## config.mk

```make
export PLATFORM = sky130hd
export DESIGN_NAME = credential_enroll_flat
export DESIGN_NICKNAME = d
export VERILOG_FILES = /design/src/rtl/credential_enroll_pkg.sv /design/src/rtl/credential_enroll_if.sv /design/src/rtl/enroll_try_counter.sv /design/src/rtl/credential_enroll.sv /design/src/flat_wrapper.sv
export SDC_FILE = /design/constraint.sdc
export NUM_CORES = 1
export LEC_CHECK = 0
export CAP_MARGIN = 15
export CORE_UTILIZATION = 40
export DETAILED_ROUTE_END_ITERATION = 12
export MAX_ROUTING_LAYER = met4
export PLACE_DENSITY = 0.64
export RECOVER_POWER = 100
export SLEW_MARGIN = 15
export SYNTH_ARGS = -nofsm -noshare
export SYNTH_HDL_FRONTEND = slang
export SYNTH_HIERARCHICAL = 1
export SYNTH_SLANG_ARGS = --single-unit
```

## constraint.sdc

```tcl
create_clock -name clk -period 1.85 [get_ports clk]
set_input_delay 0.185 -clock clk [delete_from_list [all_inputs] [get_ports clk]]
set_output_delay 0.185 -clock clk [all_outputs]
set_load 0.03 [all_outputs]
```

## src/rtl/credential_enroll_pkg.sv

```systemverilog
// Shared definitions for the credential enrollment block: defaults, state
// encoding and the state-to-display mapping.
package credential_enroll_pkg;

  localparam int unsigned IdWDef      = 4;
  localparam int unsigned PwWDef      = 4;
  localparam int unsigned NumUsersDef = 16;
  localparam int unsigned MaxTriesDef = 3;

  // Display codes; DONE and FAIL intentionally share 7.
  localparam logic [2:0] StageIdle  = 3'd0;
  localparam logic [2:0] StageGetId = 3'd1;
  localparam logic [2:0] StageLook  = 3'd2;
  localparam logic [2:0] StageOld   = 3'd3;
  localparam logic [2:0] StageNew   = 3'd4;
  localparam logic [2:0] StageConf  = 3'd5;
  localparam logic [2:0] StageWrite = 3'd6;
  localparam logic [2:0] StageEnd   = 3'd7;

  typedef enum logic [3:0] {
    StIdle,
    StGetId,
    StLookup,
    StGetOld,
    StGetNew,
    StGetConf,
    StWrite,
    StDone,
    StFail
  } state_e;

  function automatic logic [2:0] stage_of(state_e s);
    logic [2:0] code;
    case (s)
      StIdle:    code = StageIdle;
      StGetId:   code = StageGetId;
      StLookup:  code = StageLook;
      StGetOld:  code = StageOld;
      StGetNew:  code = StageNew;
      StGetConf: code = StageConf;
      StWrite:   code = StageWrite;
      default:   code = StageEnd;
    endcase
    return code;
  endfunction

  function automatic logic is_busy(state_e s);
    return (s == StGetId) || (s == StLookup) || (s == StGetOld) ||
           (s == StGetNew) || (s == StGetConf) || (s == StWrite);
  endfunction

endpackage

```

## src/rtl/credential_enroll_if.sv

```systemverilog
// Credential store port: registered read address with one-cycle read data,
// plus a single-cycle write strobe.
interface credential_enroll_if #(
  parameter int unsigned ID_W = 4,
  parameter int unsigned PW_W = 4
);
  logic [ID_W-1:0] rd_addr;
  logic [PW_W-1:0] rd_data;
  logic            wr_en;
  logic [ID_W-1:0] wr_addr;
  logic [PW_W-1:0] wr_data;

  modport master (
    output rd_addr,
    output wr_en,
    output wr_addr,
    output wr_data,
    input  rd_data
  );

  modport slave (
    input  rd_addr,
    input  wr_en,
    input  wr_addr,
    input  wr_data,
    output rd_data
  );
endinterface

```

## src/rtl/enroll_try_counter.sv

```systemverilog
// Saturating count of consecutive old-password failures with lockout flag.
module enroll_try_counter #(
  parameter int unsigned MAX_TRIES = 3
) (
  input  logic clk_i,
  input  logic rst_ni,
  input  logic clr_i,
  input  logic inc_i,
  output logic last_o,
  output logic locked_o
);

  localparam int unsigned CntW = $clog2(MAX_TRIES + 1);

  logic [CntW-1:0] cnt_q, cnt_d;

  assign locked_o = (cnt_q == CntW'(MAX_TRIES));
  // One more failure from here means lockout.
  assign last_o   = (cnt_q == CntW'(MAX_TRIES - 1));

  // Clear wins over increment; hold once saturated.
  always_comb begin
    cnt_d = cnt_q;
    if (clr_i) begin
      cnt_d = '0;
    end else if (inc_i && !locked_o) begin
      cnt_d = cnt_q + CntW'(1);
    end
  end

  // Count register.
  always_ff @(posedge clk_i or negedge rst_ni) begin
    if (!rst_ni) begin
      cnt_q <= '0;
    end else begin
      cnt_q <= cnt_d;
    end
  end

endmodule

```

## src/rtl/credential_enroll.sv

```systemverilog
// Password-change sequencer: verify old password for a user ID, take the new
// password twice, and issue one store write when both entries agree.
module credential_enroll
  import credential_enroll_pkg::*;
#(
  parameter int unsigned ID_W      = IdWDef,
  parameter int unsigned PW_W      = PwWDef,
  parameter int unsigned NUM_USERS = NumUsersDef,
  parameter int unsigned MAX_TRIES = MaxTriesDef
) (
  input  logic                clk,
  input  logic                rst,
  input  logic                enroll_en,
  input  logic [ID_W-1:0]     in_toggle_userid,
  input  logic [PW_W-1:0]     in_toggle_pswd,
  input  logic                userid_btn,
  input  logic                pswd_btn,
  input  logic                timeout,
  credential_enroll_if.master store,
  output logic                busy,
  output logic                greenled,
  output logic                redled,
  output logic [2:0]          stage
);

  state_e          state_q, state_d;
  logic [ID_W-1:0] rd_addr_q, rd_addr_d;
  logic            wr_en_q, wr_en_d;
  logic [ID_W-1:0] wr_addr_q, wr_addr_d;
  logic [PW_W-1:0] wr_data_q, wr_data_d;
  logic [ID_W-1:0] id_q, id_d;
  logic [PW_W-1:0] new_pw_q, new_pw_d;
  logic            green_q, green_d;
  logic            red_q, red_d;
  logic            busy_q;
  logic [2:0]      stage_q;
  logic            try_clr, try_inc, try_last, try_locked;
  logic            abortable;

  enroll_try_counter #(
    .MAX_TRIES (MAX_TRIES)
  ) u_try_counter (
    .clk_i    (clk),
    .rst_ni   (rst),
    .clr_i    (try_clr),
    .inc_i    (try_inc),
    .last_o   (try_last),
    .locked_o (try_locked)
  );

  // WRITE is excluded: its strobe is already on the bus, so it always completes.
  assign abortable = is_busy(state_q) && (state_q != StWrite);

  // Next-state and registered-output values.
  always_comb begin
    state_d   = state_q;
    rd_addr_d = rd_addr_q;
    wr_en_d   = 1'b0;
    wr_addr_d = wr_addr_q;
    wr_data_d = wr_data_q;
    id_d      = id_q;
    new_pw_d  = new_pw_q;
    green_d   = green_q;
    red_d     = red_q;
    try_clr   = 1'b0;
    try_inc   = 1'b0;

    if (abortable && !enroll_en) begin
      state_d = StIdle;
    end else if (abortable && timeout) begin
      red_d   = 1'b1;
      state_d = StFail;
    end else begin
      unique case (state_q)
        StIdle: begin
          if (enroll_en) begin
            green_d = 1'b0;
            red_d   = 1'b0;
            state_d = StGetId;
          end
        end
        StGetId: begin
          if (userid_btn) begin
            id_d = in_toggle_userid;
            if (32'(in_toggle_userid) < NUM_USERS) begin
              rd_addr_d = in_toggle_userid;
              state_d   = StLookup;
            end else begin
              red_d   = 1'b1;
              state_d = StFail;
            end
          end
        end
        StLookup: begin
          // A locked-out counter skips the password prompt entirely.
          if (try_locked) begin
            red_d   = 1'b1;
            state_d = StFail;
          end else begin
            state_d = StGetOld;
          end
        end
        StGetOld: begin
          if (pswd_btn) begin
            if (in_toggle_pswd == store.rd_data) begin
              try_clr = 1'b1;
              state_d = StGetNew;
            end else begin
              try_inc = 1'b1;
              if (try_last) begin
                red_d   = 1'b1;
                state_d = StFail;
              end
            end
          end
        end
        StGetNew: begin
          if (pswd_btn) begin
            new_pw_d = in_toggle_pswd;
            state_d  = StGetConf;
          end
        end
        StGetConf: begin
          if (pswd_btn) begin
            if (in_toggle_pswd == new_pw_q) begin
              wr_en_d   = 1'b1;
              wr_addr_d = id_q;
              wr_data_d = new_pw_q;
              state_d   = StWrite;
            end else begin
              state_d = StGetNew;
            end
          end
        end
        StWrite: begin
          green_d = 1'b1;
          state_d = StDone;
        end
        StDone, StFail: begin
          if (!enroll_en) begin
            state_d = StIdle;
          end
        end
        default: state_d = StIdle;
      endcase
    end
  end

  // State and output registers.
  always_ff @(posedge clk or negedge rst) begin
    if (!rst) begin
      state_q   <= StIdle;
      rd_addr_q <= '0;
      wr_en_q   <= 1'b0;
      wr_addr_q <= '0;
      wr_data_q <= '0;
      id_q      <= '0;
      new_pw_q  <= '0;
      green_q   <= 1'b0;
      red_q     <= 1'b0;
      busy_q    <= 1'b0;
      stage_q   <= StageIdle;
    end else begin
      state_q   <= state_d;
      rd_addr_q <= rd_addr_d;
      wr_en_q   <= wr_en_d;
      wr_addr_q <= wr_addr_d;
      wr_data_q <= wr_data_d;
      id_q      <= id_d;
      new_pw_q  <= new_pw_d;
      green_q   <= green_d;
      red_q     <= red_d;
      busy_q    <= is_busy(state_d);
      stage_q   <= stage_of(state_d);
    end
  end

  assign store.rd_addr = rd_addr_q;
  assign store.wr_en   = wr_en_q;
  assign store.wr_addr = wr_addr_q;
  assign store.wr_data = wr_data_q;
  assign busy          = busy_q;
  assign greenled      = green_q;
  assign redled        = red_q;
  assign stage         = stage_q;

endmodule

```

## src/flat_wrapper.sv

```systemverilog
// flat-port wrapper written by rule: the top's interface ports become plain ports
module credential_enroll_flat import credential_enroll_pkg::*;
#(
  parameter int unsigned ID_W      = IdWDef,
  parameter int unsigned PW_W      = PwWDef,
  parameter int unsigned NUM_USERS = NumUsersDef,
  parameter int unsigned MAX_TRIES = MaxTriesDef
)
  (clk, rst, enroll_en, in_toggle_userid, in_toggle_pswd, userid_btn, pswd_btn, timeout, busy, greenled, redled, stage, store_rd_addr, store_wr_en, store_wr_addr, store_wr_data, store_rd_data);
  credential_enroll_if #(.ID_W(ID_W), .PW_W(PW_W)) store_i ();
  input  logic clk;
  input  logic rst;
  input  logic enroll_en;
  input  logic [ID_W-1:0] in_toggle_userid;
  input  logic [PW_W-1:0] in_toggle_pswd;
  input  logic userid_btn;
  input  logic pswd_btn;
  input  logic timeout;
  output logic busy;
  output logic greenled;
  output logic redled;
  output logic [2:0] stage;
  output wire logic [$bits(store_i.rd_addr)-1:0] store_rd_addr;
  output wire logic [$bits(store_i.wr_en)-1:0] store_wr_en;
  output wire logic [$bits(store_i.wr_addr)-1:0] store_wr_addr;
  output wire logic [$bits(store_i.wr_data)-1:0] store_wr_data;
  input wire logic [$bits(store_i.rd_data)-1:0] store_rd_data;
  assign store_rd_addr = store_i.rd_addr;
  assign store_wr_en = store_i.wr_en;
  assign store_wr_addr = store_i.wr_addr;
  assign store_wr_data = store_i.wr_data;
  assign store_i.rd_data = store_rd_data;
  credential_enroll #(.ID_W(ID_W), .PW_W(PW_W), .NUM_USERS(NUM_USERS), .MAX_TRIES(MAX_TRIES)) u_core (.clk(clk), .rst(rst), .enroll_en(enroll_en), .in_toggle_userid(in_toggle_userid), .in_toggle_pswd(in_toggle_pswd), .userid_btn(userid_btn), .pswd_btn(pswd_btn), .timeout(timeout), .store(store_i), .busy(busy), .greenled(greenled), .redled(redled), .stage(stage));
endmodule
```

==> qor.csv <==
metric,value,unit
Die H,66.7,µm
synth unique cells,45,
Final setup viols,16,
Routed WL,4570,µm
Rows,23,
first-pass GRT wire length,7070,µm
dpl cells,273,
Worst-Skew Late Latency,280,ps
Post-DRT Antenna Nets,0,
Crit Path Max Fanout,8,
hold_buf cts,0,
Area Growth Syn to Fin,60.9,%
reg-to-reg critical path startpoint,u_core/state_q[0],
RSZ-0062 raised after global routing,true,
CP endpoint kind,flop,
Final Instance Count excl. Fillers,288,
Synth Register Bits,29,
Worst setup SP type,flop,
outcome,"complete, but fails checks",
Initial Util,0.419,
Die ar.,0.00445,mm²
I/O Buffers,36,
Starting DRT DRC Count,54,
ys flop type,dfrtp_1,
Yosys warnings,6,
Mapped Nets,175,
antenna violations before repair,0,
r2r endpoint,u_core/id_q[2],
Placer Congestion,0.890,
actual transition at the worst max-transition pin,726,ps
via count of the first global-routing pass,1483,
worst path arrival time,2180,ps
core area,0.00400,mm²
Worst-path clk slew,60,ps
period utilization,1.09,
Cells after Synth,155,
Clock Skew,7.21,ps
failing checks,setup timing,
"commonest non-fill, non-tap cells in the layout","38 x buf_4, 26 x dfrtp_1, 19 x clkdlybuf4s50_1, 15 x dlygate4sd3_1, 13 x nand2_1",
HPWL after DPL,3190,µm
ys async rst share,1.00,
GRT Total Usage,0.227,
"Seq/Total Area, Yosys",0.433,
pin count of the biggest net entering global routing,30,
die width,66.7,µm
hold_sp,in_toggle_pswd[1],
clock sinks,29,
Max clock buf depth,2,
"Avg Cell Area, Syn",10.8,µm²
CTS H-tree lvls,2,
Via density,5.12,
Crit Path Class,flop to flop,
total global routing overflow,0,
fin. max-slew vios,0,
Final Util,0.673,
"leading cell type in the layout, fill and taps excluded",buf_4,
n_diodes,0,
DRC,0,
Min Hold Slack,268,ps
worst r2r path cells,7,
fin nets,257,
Peak supply drop,877,µV
Worst Hold End,u_core/new_pw_q[1],
synthesized area,0.00167,mm²
DR pass1 iterations,4,
root buffer selected by CTS,clkbuf_8,
detailed-route via count,1475,
Worst Hold Class,input pin to flop,
Max Clock Freq,495,MHz
LEAKAGE,1.32,nW
share of cells above drive strength 1,0.462,
PwrDens,1290,mW/mm²
hold-critical path depth,2,
IO Count,37,
CTS tree,done,
Max-cap violations,0,
DR WL/cell,15.9,µm
Rel. slew slack,0.516,
Critical Path RT,2010,ps
Pwr Total,3.48,mW
Fin Setup TNS,-1120,ps
reg2reg setup slack,-170,ps
Fin. Hold Viols,0,
"EDFF count, synth",0,
Final Critical Period,2020,ps
setup ws final,-170,ps
CTS buffer count,5,
worst max-delay path, cell delays in order, from the launching register on:
cell and delay (ps):
dfrtp_2 450, buf_12 160, nor3b_1 130, a21o_1 160, a22oi_2 180, o211ai_2 120, and4b_4 390, mux2_4 310
worst max-delay path by stage:
| stage | startpoint | endpoint | slack, ps | cells past startpoint |
|---|---|---|---|---|
| after detailed placement | in_toggle_pswd[3] | u_core/id_q[2] | -380 | 7 |
| after global placement | in_toggle_pswd[2] | u_core/id_q[1] | -350 | 7 |
| final | u_core/state_q[0] | u_core/id_q[2] | -170 | 7 |
| after floorplan | u_core/state_q[0] | u_core/id_q[0] | -40 | 7 |
| after global routing | u_core/state_q[2] | u_core/id_q[0] | -230 | 8 |
| after CTS | u_core/state_q[0] | u_core/id_q[2] | -160 | 7 |
state kept, by name, indices dropped and copies added (netlist names):
| register | flops |
|---|---|
| u_core/greenled | 1 |
| u_core/store.wr_data | 4 |
| u_core/store.wr_addr | 4 |
| u_core/busy | 1 |
| u_core/stage | 3 |
| u_core/id_q | 4 |
| u_core/u_try_counter/cnt_q | 2 |
| u_core/new_pw_q | 4 |
| u_core/store.wr_en | 1 |
| u_core/redled | 1 |
| u_core/state_q | 4 |
synthesized netlist by cell type, types with 2 or more instances:
master     n  area [µm²]
mux2_4     6        90.1
xnor2_1    4        35.0
mux2_1     2        22.5
mux2_2    11         124
dfrtp_1   29         726
nand2b_1   6        37.5
nor4_2     2        25.0
a21oi_1    5        25.0
nor2_1    13        48.8
buf_6      3        33.8
nor3_1     3        15.0
buf_2      3        15.0
o22ai_2    2        25.0
nand4_2    2        25.0
inv_1      7        26.3
o21ai_0    4        20.0
nand2_1   15        56.3
nor2b_1    2        12.5
nor3b_1    4        30.0
nand3_1    3        15.0
ha_1       2        25.0
xor2_1     4        35.0
per-stage QoR:
step,setup WS [ps],instance area [µm²]
global placement,-346,2360
detailed placement,-376,2360
CTS,-160,2600
global route,-233,2690
floorplan,-37.8,1680
finish,-170,2690
layer usage:
metal  share of wire  up-vias  global-route usage
li1                -      699                   -
met1            0.45      722               0.286
met2            0.50       45               0.369
met3           0.037        9              0.0360
met4           0.019        0              0.0798
met5               0        -                   -
where the power goes:
group	total (mW)	switching, mW	leakage, nW	internal [mW]
combinational	1.90	0.908	0.878	0.990
sequential	0.913	0.129	0.381	0.784
clock	0.668	0.230	0.0585	0.438
layout make-up:
cell class,count,area (µm²)
Clock buffer,7,86.3
Clock inverter,1,30.0
Fill cell,298,1310
Inverter,8,30.0
Multi-Input combinational cell,112,1020
Sequential cell,29,729
Tap cell,50,62.6
Timing Repair Buffer,81,731
cells by family after synthesis:
group / after synthesis / share of synthesized area
AOI/OAI and AO/OA: 22 / 0.101
xor gates and xnor gates: 8 / 0.0418
adders and majority gates: 2 / 0.0149
buffers and inverters: 14 / 0.0471
DFF: 29 / 0.433
muxes: 19 / 0.141
and+or+nand+nor: 61 / 0.220
repair_timing:
item | CTS | global route
gates resized for setup | 17 | 19
pin swaps | 8 | 7
hold endpoints to repair | 0 | 0
setup buffers | 6 | 1
endpoints found under the setup margin | 20 | 22
No activity file was read; power rests on OpenSTA's default activity.
